$ cat src/rtl/instr_word_pkg.sv
// ---------------------------------------------------------------------------
// instr_word_pkg
// Shared constants and helpers for the instruction word queue.
//   NOP_OPC      : opcode value carried by the default (empty) word
//   default_word : builds the default word {NOP_OPC, 0, 0} for a given
//                  opcode/operand width, right-aligned in a wide vector
// ---------------------------------------------------------------------------
package instr_word_pkg;

  localparam logic [15:0] NOP_OPC = 16'h0000;

  // Upper bound on a word's width; callers slice the low bits they need.
  localparam int MAX_WORD_W = 1024;

  // The opcode field sits above the two operands. The mask keeps exactly
  // opc_w opcode bits, so NOP_OPC is truncated for narrow opcodes and
  // zero-extended for wide ones.
  function automatic logic [MAX_WORD_W-1:0] default_word(input int opc_w, input int data_w);
    logic [MAX_WORD_W-1:0] opc_mask;
    opc_mask = ((MAX_WORD_W'(1) << opc_w) - MAX_WORD_W'(1)) << (2 * data_w);
    return (MAX_WORD_W'(NOP_OPC) << (2 * data_w)) & opc_mask;
  endfunction

endpackage

$ cat src/rtl/instr_word_ptr.sv
// ---------------------------------------------------------------------------
// instr_word_ptr
// Queue slot pointer that wraps at DEPTH, which need not be a power of 2.
//   clock  : rising-edge clock
//   resetN : synchronous active-low reset, pointer -> 0
//   clr    : synchronous clear, pointer -> 0 (takes priority over inc)
//   inc    : advance the pointer by one slot, wrapping DEPTH-1 -> 0
//   ptr    : current slot index
// ---------------------------------------------------------------------------
module instr_word_ptr #(
  parameter int DEPTH = 4,
  parameter int PTR_W = $clog2(DEPTH)
) (
  input  logic             clock,
  input  logic             resetN,
  input  logic             clr,
  input  logic             inc,
  output logic [PTR_W-1:0] ptr
);

  // Explicit compare against DEPTH-1 so non-power-of-2 depths wrap correctly.
  always_ff @(posedge clock) begin
    if (!resetN) begin
      ptr <= '0;
    end else if (clr) begin
      ptr <= '0;
    end else if (inc) begin
      if (ptr == PTR_W'(DEPTH - 1)) begin
        ptr <= '0;
      end else begin
        ptr <= ptr + PTR_W'(1);
      end
    end
  end

endmodule

$ cat src/rtl/instr_word_queue.sv
// ---------------------------------------------------------------------------
// instr_word_queue
// FIFO of instruction words {opcode, i1, i0} between fetch and decode.
//   clock       : rising-edge clock
//   resetN      : synchronous active-low reset; all slots -> default word
//   flush       : synchronous clear of occupancy and pointers
//   in_valid    : producer offers in_word
//   in_ready    : queue has a free slot
//   in_word     : packed {opcode, i1, i0}
//   out_valid   : head entry is valid
//   out_ready   : consumer takes the head entry
//   out_word    : head entry, or the default word when empty
//   count       : current occupancy
//   almost_full : count >= AF_TH
// ---------------------------------------------------------------------------
module instr_word_queue
  import instr_word_pkg::*;
#(
  parameter int OPC_W  = 16,
  parameter int DATA_W = 32,
  parameter int DEPTH  = 4,
  parameter int AF_TH  = 3
) (
  input  logic                       clock,
  input  logic                       resetN,
  input  logic                       flush,
  input  logic                       in_valid,
  output logic                       in_ready,
  input  logic [2*DATA_W+OPC_W-1:0]  in_word,
  output logic                       out_valid,
  input  logic                       out_ready,
  output logic [2*DATA_W+OPC_W-1:0]  out_word,
  output logic [$clog2(DEPTH+1)-1:0] count,
  output logic                       almost_full
);

  localparam int WORD_W = 2 * DATA_W + OPC_W;
  localparam int PTR_W  = $clog2(DEPTH);
  localparam int CNT_W  = $clog2(DEPTH + 1);

  typedef struct packed {
    logic [OPC_W-1:0]  opcode;
    logic [DATA_W-1:0] i1;
    logic [DATA_W-1:0] i0;
  } word_t;

  localparam logic [MAX_WORD_W-1:0] DEFAULT_FULL = default_word(OPC_W, DATA_W);
  localparam word_t DEFAULT_WORD = word_t'(DEFAULT_FULL[WORD_W-1:0]);

  word_t            mem [DEPTH];
  logic [PTR_W-1:0] wr_ptr;
  logic [PTR_W-1:0] rd_ptr;
  logic             push;
  logic             pop;

  // Handshake flags decode registered occupancy only, so a full queue
  // refuses a push even in a cycle where the head is being popped.
  assign in_ready    = (count < CNT_W'(DEPTH));
  assign out_valid   = (count != '0);
  assign almost_full = (count >= CNT_W'(AF_TH));

  assign push = in_valid & in_ready;
  assign pop  = out_valid & out_ready;

  assign out_word = out_valid ? mem[rd_ptr] : DEFAULT_WORD;

  instr_word_ptr #(.DEPTH(DEPTH), .PTR_W(PTR_W)) u_wr_ptr (
    .clock  (clock),
    .resetN (resetN),
    .clr    (flush),
    .inc    (push),
    .ptr    (wr_ptr)
  );

  instr_word_ptr #(.DEPTH(DEPTH), .PTR_W(PTR_W)) u_rd_ptr (
    .clock  (clock),
    .resetN (resetN),
    .clr    (flush),
    .inc    (pop),
    .ptr    (rd_ptr)
  );

  // Push is refused when full and pop when empty, so count stays in 0..DEPTH.
  always_ff @(posedge clock) begin
    if (!resetN) begin
      count <= '0;
    end else if (flush) begin
      count <= '0;
    end else if (push && !pop) begin
      count <= count + CNT_W'(1);
    end else if (pop && !push) begin
      count <= count - CNT_W'(1);
    end
  end

  // Popped slots are scrubbed back to the default word; the push is written
  // afterwards so it wins when it targets the slot being popped. A flush
  // leaves slot contents alone and drops any same-cycle push.
  always_ff @(posedge clock) begin
    if (!resetN) begin
      for (int i = 0; i < DEPTH; i++) begin
        mem[i] <= DEFAULT_WORD;
      end
    end else if (!flush) begin
      if (pop) begin
        mem[rd_ptr] <= DEFAULT_WORD;
      end
      if (push) begin
        mem[wr_ptr] <= word_t'(in_word);
      end
    end
  end

endmodule

$ cat config.mk
export PLATFORM = sky130hd
export DESIGN_NAME = instr_word_queue
export DESIGN_NICKNAME = d
export VERILOG_FILES = /design/src/rtl/instr_word_pkg.sv /design/src/rtl/instr_word_ptr.sv /design/src/rtl/instr_word_queue.sv
export SDC_FILE = /design/constraint.sdc
export NUM_CORES = 1
export LEC_CHECK = 0
export ABC_AREA = 1
export CORE_ASPECT_RATIO = 1.4
export CORE_MARGIN = 10
export CORE_UTILIZATION = 51
export CTS_CLUSTER_SIZE = 16
export DETAILED_ROUTE_END_ITERATION = 7
export GPL_TIMING_DRIVEN = 1
export PLACE_DENSITY = 0.77
export SETUP_SLACK_MARGIN = 0.15
export SKIP_CTS_REPAIR_TIMING = 1
export SLEW_MARGIN = 0
export SYNTH_ARGS = -nofsm -noshare
export SYNTH_HDL_FRONTEND = slang
export SYNTH_SLANG_ARGS = --single-unit
$ cat constraint.sdc
create_clock -name clock -period 7.6 [get_ports clock]
set_input_delay 1.14 -clock clock [delete_from_list [all_inputs] [get_ports clock]]
set_output_delay 1.14 -clock clock [all_outputs]
set_load 0.03 [all_outputs]
# Yosys cells after proc, flatten, opt, wreduce, memory -nomap -nowiden

Memories as Yosys holds them, arrays and structs flattened. A register that Yosys moved wholly into a read port is not among the register bits.
Index checks and enable logic that the tools add are counted.

Memories kept: 1
Output and inout bits: 86
Bits in writable memories: 320
Flip-flop bits (word level): 7
Input bits: 85
Memory bits (read-only): 0
Bits in latches: 0
Logic and storage cells: 46

Memory list:

| name | words | width | read ports | clocked after memory_dff | write ports | RTL line               | RTL |
|---|---|---|---|---|---|---|---|
| mem  | 4     | 80    | 1          | 1                        | 4           | instr_word_queue.sv:50 | `word_t mem [DEPTH];` |

Reductions and logical operators: 9
$add $sub $neg: 4
Order comparisons: 2
Div/mod/pow operators: 0
Muxes and demuxes: 22
Multipliers: 0
Shifts and indexed selects: 0
Bitwise gates (word level): 3
Equality and inequality tests: 2

Operators by type and width:

| kind                                                                                 | count |
|---|---|
| 80-bit 2-to-1 mux                                                                    | 3 |
| 80-bit OR reduction                                                                  | 2 |
| 2-bit 2-to-1 mux                                                                     | 6 |
| 1-bit 2-to-1 mux                                                                     | 11 |
| 3-bit 2-to-1 mux                                                                     | 2 |
| 2-bit by 1-bit adder with 2-bit output (second input constant)                       | 2 |
| 2-bit == test (second input constant)                                                | 2 |
| 3-bit by 1-bit adder with 3-bit output (second input constant)                       | 1 |
| 3-bit by 2-bit greater-or-equal comparator with 1-bit output (second input constant) | 1 |
| 3-bit < comparator (second input constant)                                           | 1 |
| 3-bit nonzero test                                                                   | 1 |
| 3-bit by 1-bit subtractor with 3-bit output (second input constant)                  | 1 |
| 1-bit bitwise AND                                                                    | 2 |
| 1-bit logical AND                                                                    | 2 |
| 1-bit zero test                                                                      | 2 |
| 2-bit nonzero test                                                                   | 1 |
| 2-bit OR reduction                                                                   | 1 |
| 1-bit inverter                                                                       | 1 |

# Longest topological paths before layout

Depth in word-level cells: 8
Mapped depth: 12
Depth with buffers taken out: 12

# Hierarchy

From an unflattened synthesis, not the netlist that was laid out.

Cells, all modules: 1458
Area, all modules: 14742.9 µm²

By module, submodules not included:

| module           | cells an instance | sequential area each (µm²) | area an instance (µm²) | times used |
|---|---|---|---|---|
| instr_word_queue | 1430              | 9669.3                     | 14540.2                | 1 |
| instr_word_ptr   | 14                | 40.0                       | 101.3                  | 2 |

# Worst setup path after synthesis

OpenSTA, ideal clock, no wires.

Path type: input -> register
From: in resetN
To: mem mem[2][0] in the netlist's numbering, enable pin
Data required time: 6.971 ns
Path buffers: 0
Arrival time: 7.300 ns
Stages on the path: 4
Path slack: -0.329 ns
Cell sequence: inv_1 > nor2_1 > nand4_1 > o21ai_0

RTL lines:

| what            | RTL line               | RTL |
|---|---|---|
| start, declared | instr_word_queue.sv:25 | `input logic resetN,` |
| end, declared   | instr_word_queue.sv:50 |  |

==> impl_results.md <==
* First-iteration detailed-routing DRC count at 964
* Largest net degree at the start of global routing at 101
* Core footprint at 28410 sq um
* Drt pass-1 iters at 5
* Area Overhead vs Synth at 17.56%
* Hpwl dp at 20.16 mm
* Setup violators final at 0
* Clock skew at 14.26 ps
* Yosys reg bits at 329
* Class of the most critical hold timing path: flip-flop to flip-flop
* Global-route wire length before repair at 56.55 mm
* Final Non-Filler Cells at 1963
* Fin. Hold Viols at 0
* Vias/cell at 5.373
* PortBufs at 170
* Antenna diodes at 0
* Layout net count at 1660
* Status: complete, no violations
* Filler Cell Count at 2296
* Worst slew pin tran at 1183 ps
* Unique masters post-synth at 21
* Routed Antenna Nets at 0
* Inst Count DP at 1912
* CTS tree: built
* Wire length per cell after detailed routing at 18.50 um
* CP Launch Type: flip-flop
* Placement Rows at 73
* CP top delay family: buffers and inverters
* Post-route DRC violation count at 0
* Vias in the first global route at 10680
* Worst-path clk slew at 70 ps
* Final Slew Violations at 0
* Crit path buffers/inverters at 3
* Cells after Synth at 1451
* Peak VDD IR at 0.2210 mV
* Fin crit share at 0.7167
* Worst setup EP type: output pin
* Layout cells sized above 1 at 0.04219
* Clk Latency, worst-skew pair at 550 ps
* Die height at 220.9 um
* CP max stage cell: dfxtp_4
* RSZ-0062 raised after global routing: false
* GP Congestion at 0.7644
* Max Cap Viol at 0
* Clk sinks at 329
* Design Power at 4.124 mW
* Critical path data arrival time at 4310 ps
* Io pins at 171
* Die W at 163.5 um
* Fmax at 0.1836 GHz
* Initial antenna violation count at 0
* Register area share after synthesis at 0.6660
* Worst-path maximum fanout at 81
* Cell area power density at 238.7 nW/um^2
* Fin crit period at 5447 ps
* GRT Util Overall at 0.1941
* Worst r2r src: count[2]
* R2r setup slk at 4250 ps
* Initial Util at 0.5175
* Worst Setup EP: out_word[4]
* CTS buffer count at 29
* Full die area at 36110 sq um
* Setup CP Type: flip-flop to output pin
* Syn nets at 1543
* Routed vias at 10550
* Leak at 6.728 nW
* CP required at 6460 ps
* R2R depth at 6
* Max incr delay on CP at 1060 ps
* Mapped Area at 14700 sq um
* Yosys warnings at 0
* GR Overflow Total at 0
* RR Endpoint: mem[3][39]
* Worst slew margin at 0.2111
* H-tree levels at 1
* Clock tree buffer depth at 3
* Mean Syn Cell Area at 10.13 sq um
* Drt total wl at 36.32 mm
* Root buffer cell: clkbuf_16
* CP Cell Sequence: clkinv_2 -> buf_4 -> nor2_1 -> o21ai_0 -> a21oi_1 -> clkdlybuf4s50_1
* Worst path depth at 6
## cells in the final DEF (no fill, tap or decap)
| master | count |
|---|---|
| clkinv_4 | 1 |
| nand4_1 | 2 |
| inv_6 | 1 |
| clkbuf_16 | 29 |
| edfxtp_1 | 320 |
| clkdlybuf4s50_1 | 170 |
| nand2_1 | 8 |
| nor3_4 | 1 |
| clkbuf_8 | 4 |
| bufinv_16 | 1 |
| inv_4 | 1 |
| clkbuf_1 | 6 |
| o21ai_4 | 3 |
| nand3_1 | 1 |
| dfxtp_1 | 7 |
| nor2_1 | 652 |
| o21ai_0 | 167 |
| a21oi_1 | 88 |
| clkinv_2 | 8 |
| nand2_4 | 6 |
| ha_1 | 6 |
| buf_4 | 8 |
| inv_2 | 2 |
| fa_1 | 1 |
| inv_1 | 91 |
| clkinv_1 | 2 |
| dfxtp_4 | 2 |
## area by class of cell
cell class / instances / area, sq um / area share
inverter: 95 / 360.3 / 0.02085
timing repair buffer: 178 / 1762 / 0.1019
sequential: 329 / 9797 / 0.5669
clock buffer: 39 / 803.3 / 0.04648
multi-input combinational: 935 / 3999 / 0.2314
tap: 375 / 469.2 / 0.02715
clock inverter: 12 / 90.09 / 0.005213
## logic make-up after synthesis
kind of cell             synth area share
AO/OA/AOI/OAI                     0.08784
adder cells (fa/ha/maj)          0.006469
buffers and inverters             0.06614
flip-flops                         0.6660
AND/OR/NAND/NOR                    0.1736
## metal layers
metal	up-vias	track usage	share of wire
met3	71	0.02601	0.068
met4	0	0.08067	0.034
li1	5022	-	-
met2	427	0.3478	0.52
met1	5028	0.2261	0.38
met5	-	0	0
## sequential cells by signal, summed over array words and instances (netlist names), named ones only
name          flops
count             3
u_wr_ptr.ptr      2
mem             320
u_rd_ptr.ptr      2
## power by group
part           leakage [nW]  switching [mW]  internal, mW
sequential             3.40          0.0386          2.09
combinational          2.88           0.393         0.196
clock                 0.447           0.632         0.772
## worst min path at each step
stage | start | to | slack (ps) | cells after the start
2_1_floorplan | u_wr_ptr.ptr[1] | u_wr_ptr.ptr[1] | 490 | 2
3_3_place_gp | u_wr_ptr.ptr[1] | u_wr_ptr.ptr[1] | 500 | 2
3_5_place_dp | u_rd_ptr.ptr[1] | flip-flop | 510 | 2
4_1_cts | u_rd_ptr.ptr[1] | flip-flop | 520 | 2
5_1_grt | u_rd_ptr.ptr[1] | flip-flop | 570 | 2
6_report | u_rd_ptr.ptr[1] | flip-flop | 520 | 2
## worst min-delay path, stage by stage, from the launching register on
cell,delay [ps]
dfxtp_1,330
nor2_1,100
nor2_1,50
## synthesized netlist by cell type
library cell,count,area share
a21oi_1,88,0.030
buf_1,3,0.00077
buf_2,19,0.0065
buf_4,1,0.00051
buf_6,31,0.024
clkbuf_1,37,0.0094
clkbuf_8,1,0.00094
dfxtp_1,9,0.012
edfxtp_1,320,0.65
fa_1,1,0.0014
ha_1,6,0.0051
inv_1,91,0.023
inv_2,4,0.0010
nand2_1,9,0.0023
nand2_2,4,0.0017
nand2_4,1,0.00077
nand3_1,1,0.00034
nand4_1,2,0.00085
nor2_1,652,0.17
nor3_4,1,0.0011
o21ai_0,170,0.058
## stage by stage
stage                     cell area (sq um)  TNS [ps]  hold slack (ps)  setup WS, ps    util
after global placement                16390         0            503.5          2727  0.5769
after detailed placement              16390         0            509.1          2691  0.5769
final                                 17280         0            521.2          2153  0.6083
after floorplan                       14700    -51030            490.0        -318.9       -
after global routing                  17280         0            570.9          1917  0.6083
after CTS                             17280         0            518.7          2089  0.6083
(Power assumes the default switching activity.)
